File: config.mk
export PLATFORM = sky130hd
export DESIGN_NAME = falling_letter_pool
export DESIGN_NICKNAME = d
export VERILOG_FILES = /design/src/rtl/falling_letter_pool.sv
export SDC_FILE = /design/constraint.sdc
export NUM_CORES = 1
export LEC_CHECK = 0
export CAP_MARGIN = 25
export CORE_ASPECT_RATIO = 0.8
export CORE_MARGIN = 1.5
export CORE_UTILIZATION = 57
export DETAILED_ROUTE_END_ITERATION = 7
export GPL_TIMING_DRIVEN = 0
export PLACE_DENSITY_LB_ADDON = 0.3
export SYNTH_ARGS = -nofsm -noshare
export SYNTH_HDL_FRONTEND = slang
export SYNTH_SLANG_ARGS = --single-unit
File: constraint.sdc
create_clock -name clk -period 7.9 [get_ports clk]
set_input_delay 1.185 -clock clk [delete_from_list [all_inputs] [get_ports clk]]
set_output_delay 1.185 -clock clk [all_outputs]
set_load 0.02 [all_outputs]
File: src/rtl/falling_letter_pool.sv
// falling_letter_pool: holds up to NSLOT falling letters, moves them once
// per frame, spawns from the generator and resolves keystrokes as hit/wrong.
// Ports:
//   clk, rst         clock, synchronous active-high reset
//   frame_tick       one pulse per video frame
//   gen_ch/speed/x/y letter generator outputs, sampled in SPAWN
//   key_valid/code   keystroke event
//   rd_idx -> rd_*   combinational slot read port for the renderer
//   busy             FSM not idle
//   hit/wrong/miss   registered one-cycle event pulses
//   score/misses     saturating hit and miss counters
module falling_letter_pool #(
  parameter int NSLOT        = 8,
  parameter int SPAWN_FRAMES = 30,
  parameter int X_LIMIT      = 480,
  localparam int IW  = $clog2(NSLOT),
  localparam int FCW = (SPAWN_FRAMES > 1) ? $clog2(SPAWN_FRAMES) : 1
) (
  input  logic          clk,
  input  logic          rst,
  input  logic          frame_tick,
  input  logic [7:0]    gen_ch,
  input  logic [3:0]    gen_speed,
  input  logic [8:0]    gen_x,
  input  logic [9:0]    gen_y,
  input  logic          key_valid,
  input  logic [7:0]    key_code,
  input  logic [IW-1:0] rd_idx,
  output logic          rd_active,
  output logic [7:0]    rd_ch,
  output logic [8:0]    rd_x,
  output logic [9:0]    rd_y,
  output logic          busy,
  output logic          hit,
  output logic          wrong,
  output logic          miss,
  output logic [15:0]   score,
  output logic [7:0]    misses
);

  typedef enum logic [2:0] {
    S_IDLE,
    S_MOVE,
    S_SPAWN,
    S_SCAN,
    S_KILL
  } state_t;

  state_t state_q, state_d;

  logic [NSLOT-1:0] act_q;
  logic [7:0]       ch_q  [NSLOT];
  logic [3:0]       spd_q [NSLOT];
  logic [8:0]       x_q   [NSLOT];
  logic [9:0]       y_q   [NSLOT];

  logic [IW-1:0]  idx_q;
  logic [FCW-1:0] fc_q;
  logic           frame_pend_q;
  logic           key_pend_q;
  logic [7:0]     key_q;
  logic [7:0]     skey_q;
  logic           bfound_q;
  logic [IW-1:0]  bidx_q;
  logic [8:0]     bx_q;
  logic           hit_q, wrong_q, miss_q;
  logic [15:0]    score_q, score_d;
  logic [7:0]     misses_q, misses_d;

  logic           start_frame, start_key;
  logic           last;
  logic [9:0]     nx;
  logic           off;
  logic           better;
  logic           fc_wrap;
  logic           free_found;
  logic [IW-1:0]  free_idx;
  logic           inc_score, inc_miss;

  // state register
  always_ff @(posedge clk) begin
    if (rst) state_q <= S_IDLE;
    else     state_q <= state_d;
  end

  // next state
  always_comb begin
    state_d = state_q;
    unique case (state_q)
      S_IDLE: begin
        if (frame_pend_q)    state_d = S_MOVE;
        else if (key_pend_q) state_d = S_SCAN;
      end
      S_MOVE:  if (last) state_d = S_SPAWN;
      S_SPAWN: state_d = S_IDLE;
      S_SCAN:  if (last) state_d = S_KILL;
      S_KILL:  state_d = S_IDLE;
      default: state_d = S_IDLE;
    endcase
  end

  // outputs and per-state decodes
  always_comb begin
    busy        = (state_q != S_IDLE);
    start_frame = (state_q == S_IDLE) && frame_pend_q;
    start_key   = (state_q == S_IDLE) && !frame_pend_q
                  && key_pend_q;
    inc_score   = (state_q == S_KILL) && bfound_q;
    inc_miss    = (state_q == S_MOVE) && act_q[idx_q] && off;
  end

  assign last = (idx_q == IW'(NSLOT - 1));

  // 10-bit sum so a letter near the bottom cannot wrap back to the top
  assign nx  = {1'b0, x_q[idx_q]} + 10'(spd_q[idx_q]);
  assign off = (nx >= 10'(X_LIMIT));

  // strictly greater keeps the lowest index among equal rows
  assign better = act_q[idx_q] && (ch_q[idx_q] == skey_q)
                  && (!bfound_q || x_q[idx_q] > bx_q);

  assign fc_wrap = (fc_q == FCW'(SPAWN_FRAMES - 1));

  always_comb begin
    free_found = 1'b0;
    free_idx   = '0;
    for (int i = NSLOT - 1; i >= 0; i--) begin
      if (!act_q[i]) begin
        free_found = 1'b1;
        free_idx   = IW'(i);
      end
    end
  end

  always_comb begin
    score_d  = score_q;
    misses_d = misses_q;
    if (inc_score && score_q != 16'hFFFF)
      score_d = score_q + 16'd1;
    if (inc_miss && misses_q != 8'hFF)
      misses_d = misses_q + 8'd1;
  end

  always_ff @(posedge clk) begin
    if (rst) begin
      act_q        <= '0;
      for (int i = 0; i < NSLOT; i++) begin
        ch_q[i]  <= '0;
        spd_q[i] <= '0;
        x_q[i]   <= '0;
        y_q[i]   <= '0;
      end
      idx_q        <= '0;
      fc_q         <= '0;
      frame_pend_q <= 1'b0;
      key_pend_q   <= 1'b0;
      key_q        <= '0;
      skey_q       <= '0;
      bfound_q     <= 1'b0;
      bidx_q       <= '0;
      bx_q         <= '0;
      hit_q        <= 1'b0;
      wrong_q      <= 1'b0;
      miss_q       <= 1'b0;
      score_q      <= '0;
      misses_q     <= '0;
    end else begin
      hit_q    <= 1'b0;
      wrong_q  <= 1'b0;
      miss_q   <= 1'b0;
      score_q  <= score_d;
      misses_q <= misses_d;
      // a new event in the dispatch cycle stays pending
      frame_pend_q <= frame_tick
                      | (frame_pend_q & ~start_frame);
      key_pend_q   <= key_valid
                      | (key_pend_q & ~start_key);
      if (key_valid) key_q <= key_code;

      unique case (state_q)
        S_IDLE: begin
          if (start_frame) begin
            idx_q <= '0;
          end else if (start_key) begin
            idx_q    <= '0;
            bfound_q <= 1'b0;
            // private copy: a key arriving mid-scan must not alter it
            skey_q   <= key_q;
          end
        end
        S_MOVE: begin
          if (act_q[idx_q]) begin
            if (off) begin
              act_q[idx_q] <= 1'b0;
              miss_q       <= 1'b1;
            end else begin
              x_q[idx_q] <= nx[8:0];
            end
          end
          idx_q <= idx_q + IW'(1);
        end
        S_SPAWN: begin
          if (fc_wrap) begin
            fc_q <= '0;
            if (free_found) begin
              act_q[free_idx] <= 1'b1;
              ch_q[free_idx]  <= gen_ch;
              spd_q[free_idx] <= (gen_speed == 4'd0) ?
                                 4'd1 : gen_speed;
              x_q[free_idx]   <= gen_x;
              y_q[free_idx]   <= gen_y;
            end
          end else begin
            fc_q <= fc_q + FCW'(1);
          end
        end
        S_SCAN: begin
          if (better) begin
            bfound_q <= 1'b1;
            bidx_q   <= idx_q;
            bx_q     <= x_q[idx_q];
          end
          idx_q <= idx_q + IW'(1);
        end
        S_KILL: begin
          if (bfound_q) begin
            act_q[bidx_q] <= 1'b0;
            hit_q         <= 1'b1;
          end else begin
            wrong_q <= 1'b1;
          end
        end
        default: ;
      endcase
    end
  end

  assign rd_active = act_q[rd_idx];
  assign rd_ch     = ch_q[rd_idx];
  assign rd_x      = x_q[rd_idx];
  assign rd_y      = y_q[rd_idx];
  assign hit       = hit_q;
  assign wrong     = wrong_q;
  assign miss      = miss_q;
  assign score     = score_q;
  assign misses    = misses_q;

endmodule

==> impl_metrics.toml, run 1 <==
[grt]
grt_overflow = 0
grt_pass1_wl_mm = 65.3
track_usage = 0.296
grt_max_degree = 23
antenna_found_initial = 0
grt_pass1_vias = 11400

[yosys]
synth.distinct_cells = 62
yosysTopAreaCell = "edfxtp_1"
syn-instance-count = 1282
ys_ff_latch = 328
synth_common_cells = "248 x edfxtp_1, 170 x and2_1, 98 x mux4_2, 86 x nor3_1, 80 x dfxtp_1"
synth_flop_cell = "edfxtp_1"
synth_edf_count = 248
synth_area_sq_um = 16400
avgSynthCellArea_sq_um = 12.8
yosys_warnings = 0
synthTopCellsByArea = "edfxtp_1 45%, mux4_2 13%, dfxtp_1 9.7%"
seq_area_frac_synth = 0.550
synth_top_area_share = 0.453
synthArstFlopShare = 0
synth_most_common_cell = "edfxtp_1"
syn_nets = 1348

[clock_tree]
cts_tree = "built"
cts_root_buf = "clkbuf_16"
cts.repair.resized = 0
htree_levels = 2
clk_pin_slew_ps = 60
cts_sinks = 328
numCtsBuffers = 35
postCtsSetupRepairBufs = 0
cts_buffer_depth = 3
insertion_delay_ps = 520
hold_buffers = 0

[die]
core_sq_um = 28400
die_h_um = 155
dieWidth_um = 193
rows = 55
die_area_sq_um = 29900
io_pins = 102
initial_core_util = 0.580

[hold_path]
hold_end = "skey_q[0]"
hold_depth = 2
hp-class = "flop to flop"
hp-start = "skey_q[0]"

[worst_setup_path]
slowest_stage = "clkbuf_1"
crit_type = "flop to flop"
cp_num_buf_inv = 5
cp_top_family = "buffers and inverters"
required_ps = 8180
rrSetupSlack_ps = 1150
end_kind = "flop"
arrival_ps = 7030
path_cells = "clkbuf_1, clkbuf_1, buf_1, mux4_2, mux2_2, ha_1, nor2b_1, o21ai_0, a21oi_1, nor3_1, o21ai_1, a31oi_1, buf_2, o21ai_1, buf_4"
r2r_end = "x_q[7][2]"
critPathLaunchType = "flop"
critPathMaxStageDelay_ps = 800
critPathMaxFanout = 10
reg2reg_depth = 15

[detailed_routing]
drt_iter0_drc = 1464
finalWirelength_mm = 43.6
viasPerCell = 6.42
vias = 11700
dr.pass1.iters = 5
wire_per_inst_um = 24.0
drc_errors = 0
final_antenna_net_count = 0

[sta]
fin_crit_ps = 6750
max_slew.worst_pin.slew_ps = 1070
max_freq_mhz = 148
hold_viol = 0
fin_ws_ps = 1150
finalSetupViolations = 0
post-route-period-util = 0.855
fin_skew_ps = 16.9
rsz0062_at_grt = "false"
slew_headroom = 0.289
slew_viol_final = 0
fin_setup_tns_ps = 0

[place]
dpl.hpwl_mm = 29.1
placed_area_sq_um = 18000
dp.cells = 1754
dp_worst_setup_slack_ps = 1350
gp_congestion = 0.929
numPortBuffers = 97

[pwr]
p_leak_nw = 6.50
ir_drop_v = 0.000209
pwr_density_cell_nw_per_um2 = 206

[final_layout]
finalNonFillerCells = 1819
final_util = 0.675
multiInputGateArea_sq_um = 6990
area_growth_pct = 16.5
final_area_sq_um = 19100
seq_area_sq_um = 9050
final_layout_size_suffix_gt1_frac = 0.151
antenna_cells = 0
fill_cells = 2101
nNetsFinal = 1492

[job]
drv_cap = 0

[outcome]
outcome = "complete, no violations"
worst register-to-register path: stages, from the launching register on:
cell      delay [ps]
dfxtp_1          610
clkbuf_1         810
clkbuf_1         720
buf_1            650
mux4_2           420
mux2_2           350
ha_1             350
nor2b_1          150
o21ai_0          440
a21oi_1          190
nor3_1           350
o21ai_1          160
a31oi_1          380
buf_2            360
o21ai_1          270
buf_4            310
registers in the layout (all words and copies together), names as in the netlist, 3 cells and up, named ones only:
| register | flops |
|---|---|
| score | 16 |
| skey_q | 8 |
| state_q | 3 |
| x_q | 72 |
| misses | 8 |
| spd_q | 32 |
| bidx_q | 3 |
| bx_q | 9 |
| fc_q | 5 |
| key_q | 8 |
| idx_q | 3 |
| act_q | 8 |
| ch_q | 64 |
| y_q | 80 |
power breakdown:
part | internal, mW | switching, mW | total (mW)
clock | 0.878 | 0.674 | 1.55
sequential | 1.90 | 0.0228 | 1.92
combinational | 0.193 | 0.272 | 0.466
total | 2.97 | 0.969 | 3.94
placed cells by master, fill, tap and decap left out, drive strengths merged, types with 11 or more instances in the layout:
| master | instances |
|---|---|
| clkbuf | 116 |
| inv | 32 |
| mux4 | 98 |
| nor2 | 66 |
| nand3 | 28 |
| a21oi | 39 |
| and2 | 170 |
| dfxtp | 80 |
| clkdlybuf4s50 | 97 |
| mux2 | 37 |
| mux2i | 25 |
| nand4 | 14 |
| nand2 | 49 |
| nor3 | 86 |
| a31oi | 11 |
| nor4 | 22 |
| xnor2 | 19 |
| xor2 | 12 |
| buf | 34 |
| edfxtp | 248 |
| o21ai | 39 |
| ha | 19 |
cell families (layout without fill, tap and decap cells):
kind of cell               after synthesis  after routing  synth area share
DFF                                    328            328             0.550
xor gates and xnor gates                31             31            0.0165
adders and majority gates               20             20            0.0157
buffers and inverters                  123            290            0.0292
and+or+nand+nor                        470            470             0.154
muxes                                  160            160             0.176
AOI/OAI and AO/OA                      150            150            0.0585
area by class of cell:
type / instances / share of cell area
Timing Repair Buffer: 107 / 0.0574
Inverter: 30 / 0.00588
Sequential cell: 328 / 0.473
Buffer: 93 / 0.0191
Tap cell: 370 / 0.0242
Multi-Input combinational cell: 831 / 0.365
Clock inverter: 13 / 0.00444
Clock buffer: 47 / 0.0514
per-layer routing:
| metal | vias to the layer above | global-route usage | part of all wire |
|---|---|---|---|
| met5 | - | 0 | 0 |
| met1 | 5770 | 0.414 | 0.40 |
| met2 | 639 | 0.466 | 0.47 |
| li1 | 5167 | - | - |
| met4 | 0 | 0.0949 | 0.029 |
| met3 | 105 | 0.0643 | 0.10 |
how the worst max path moves through the flow:
stage | cells after the start | end | startpoint
after CTS | 14 | x_q[3][1] | flop
after floorplan | 15 | x_q[4][0] | flop
after detailed placement | 14 | x_q[3][6] | flop
after global placement | 7 | ch_q[1][4] | rst
after global routing | 15 | x_q[7][1] | flop
final | 15 | x_q[7][2] | flop
per-stage QoR:
step	hold WS [ps]	total power, mW
after floorplan	443	2.23
after detailed placement	461	2.41
after CTS	472	3.93
final	471	3.94
after global routing	501	4.05
after global placement	455	2.39
No activity file was read; power rests on OpenSTA's default activity.
==> inputs of run 2 (changes only) <==
- CORE_MARGIN: 1.5 -> 1
- PLACE_DENSITY: default -> 0.77
- PLACE_DENSITY_LB_ADDON: 0.3 -> default
==> run 2 against run 1 <==
Count of clock-buffer cells in the layout down 1. Cell count up 0.16%. Largest cell class unchanged. Die area down 1.2%. Routed wire length down 0.28%. Global-route usage up 0.49 points.
==> impl_metrics.toml, run 2 (synthesis results as in run 1) <==
[sta]
fin_ws_ps = 1350
fin_setup_tns_ps = 0
finalSetupViolations = 0
max_slew.worst_pin.slew_ps = 1140
hold_viol = 0
rsz0062_at_grt = "false"
slew_headroom = 0.237
whs_ps = 468
post-route-period-util = 0.829
fin_crit_ps = 6550
slew_viol_final = 0
fin_skew_ps = 17.9
max_freq_mhz = 153

[detailed_routing]
drc_errors = 0
dr.pass1.iters = 5
final_antenna_net_count = 0
finalWirelength_mm = 43.5
vias = 11800
wire_per_inst_um = 23.9
viasPerCell = 6.46
drt_iter0_drc = 1340

[job]
drv_cap = 0

[final_layout]
final_common_cell = "edfxtp_1"
fill_cells = 2031
antenna_cells = 0
reg_top3 = "y_q x80, x_q x72, ch_q x64"
nNetsFinal = 1495
top_register = "y_q"
largest_reg_flops = 80
finalNonFillerCells = 1822
final_cell_mix = "248 x edfxtp_1, 170 x and2_1, 98 x mux4_2"
final_layout_size_suffix_gt1_frac = 0.151
final_util = 0.678
area_growth_pct = 16.7

[outcome]
outcome = "complete, no violations"

[worst_setup_path]
rrSetupSlack_ps = 1350
cp_top_family = "buffers and inverters"
arrival_ps = 6680
cp_num_buf_inv = 4
reg2reg_depth = 14
critPathLaunchType = "flop"
path_cells = "clkbuf_1, clkbuf_1, buf_1, mux4_2, mux2_2, ha_1, nor2b_1, o21ai_0, or4_1, o32ai_2, o21ai_1, a31oi_1, buf_2, o21ai_1"
r2r_end = "x_q[1][5]"
required_ps = 8030
slowest_stage = "o21ai_1"
crit_type = "flop to flop"
crit_cells = 14
end_kind = "flop"
critPathMaxStageDelay_ps = 900
critPathMaxFanout = 10

[pwr]
power_frac_comb = 0.118
p_leak_nw = 6.53
p_switching_uw = 947
ir_drop_v = 0.000148
p_seq_frac = 0.488
pwr_density_cell_nw_per_um2 = 205
p_clk_frac = 0.394
swShare = 0.241
internal_power_mw = 2.99

[clock_tree]
cts.repair.resized = 0
cts_tree = "built"
cts_buffer_depth = 3
clk_pin_slew_ps = 60
cts_root_buf = "clkbuf_16"
hold_buffers = 0
insertion_delay_ps = 520
numCtsBuffers = 34
postCtsSetupRepairBufs = 0
htree_levels = 2
cts_sinks = 328

[grt]
grt_max_degree = 23
grt_overflow = 0
track_usage = 0.301
grt_pass1_vias = 11500
antenna_found_initial = 0
grt_pass1_wl_mm = 65.9

[place]
dp.cells = 1757
dp_worst_setup_slack_ps = 1510
dpl.hpwl_mm = 29.3
gp_congestion = 0.926
numPortBuffers = 97

[die]
initial_core_util = 0.581
core_sq_um = 28300
die_h_um = 154
die_area_sq_um = 29500
io_pins = 102
rows = 55
dieWidth_um = 192

[hold_path]
hold_end = "skey_q[1]"
hold_depth = 2
hp-class = "flop to flop"
hp-start = "key_q[1]"
run 2: cell types whose count changed in the layout (fill, tap and decap cells not counted):
cell	previous run	this run
clkinv_8	1	0
inv_6	2	1
o21ai_2	0	1
clkinv_4	1	0
buf_16	1	2
clkinv_1	4	6
o21ai_4	7	6
buf_6	1	3
clkbuf_16	37	35
clkbuf_1	77	78
bufinv_16	0	2
buf_8	4	5
clkinvlp_4	1	0
run 2: power groups by stage:
| stage | Combinational, mW | Clock [mW] | Sequential [mW] |
|---|---|---|---|
| 6_report | 0.466 | 1.55 | 1.92 |
| 5_1_grt | 0.496 | 1.62 | 1.92 |
| 4_1_cts | 0.457 | 1.56 | 1.92 |
| 3_5_place_dp | 0.454 | 0 | 1.95 |
| 3_3_place_gp | 0.438 | 0 | 1.95 |
| 2_1_floorplan | 0.287 | 0 | 1.95 |
run 2: layout make-up:
type / instances / area, sq um / share of cell area
Multi-Input combinational cell: 831 / 6980 / 0.364
Inverter: 30 / 113 / 0.00587
Tap cell: 370 / 463 / 0.0241
Timing Repair Buffer: 111 / 1160 / 0.0607
Clock buffer: 46 / 937 / 0.0488
Buffer: 93 / 367 / 0.0191
Clock inverter: 13 / 111 / 0.00580
Sequential cell: 328 / 9050 / 0.472
run 2: worst reg2reg max path: stages, from the launching register on:
cell      delay (ps)
dfxtp_1          540
clkbuf_1         640
clkbuf_1         730
buf_1            600
mux4_2           410
mux2_2           350
ha_1             350
nor2b_1          150
o21ai_0          470
or4_1            220
o32ai_2          100
o21ai_1          280
a31oi_1          190
buf_2            250
o21ai_1          900
run 2: layer usage:
layer / wire length [um] / up-vias / share of wire / track usage
met4: 1330 / 0 / 0.030 / 0.102
met3: 4720 / 104 / 0.11 / 0.0557
met2: 20000 / 696 / 0.46 / 0.462
li1: - / 5174 / - / -
met5: 0 / - / 0 / 0
met1: 17500 / 5793 / 0.40 / 0.434
run 2: through the flow:
stage | power, mW | cell area [sq um]
after floorplan | 2.23 | 16400
after global placement | 2.39 | 17900
after detailed placement | 2.41 | 18100
after CTS | 3.93 | 19100
after global routing | 4.04 | 19200
final | 3.93 | 19200
run 2: how the worst max path moves through the flow:
stage | slack (ps) | from | endpoint
2_1_floorplan | 2770 | flop | x_q[4][0]
3_3_place_gp | 830 | rst | ch_q[1][4]
3_5_place_dp | 1510 | flop | x_q[2][4]
4_1_cts | 1470 | flop | x_q[2][4]
5_1_grt | 1090 | flop | x_q[1][7]
6_report | 1350 | flop | x_q[1][5]
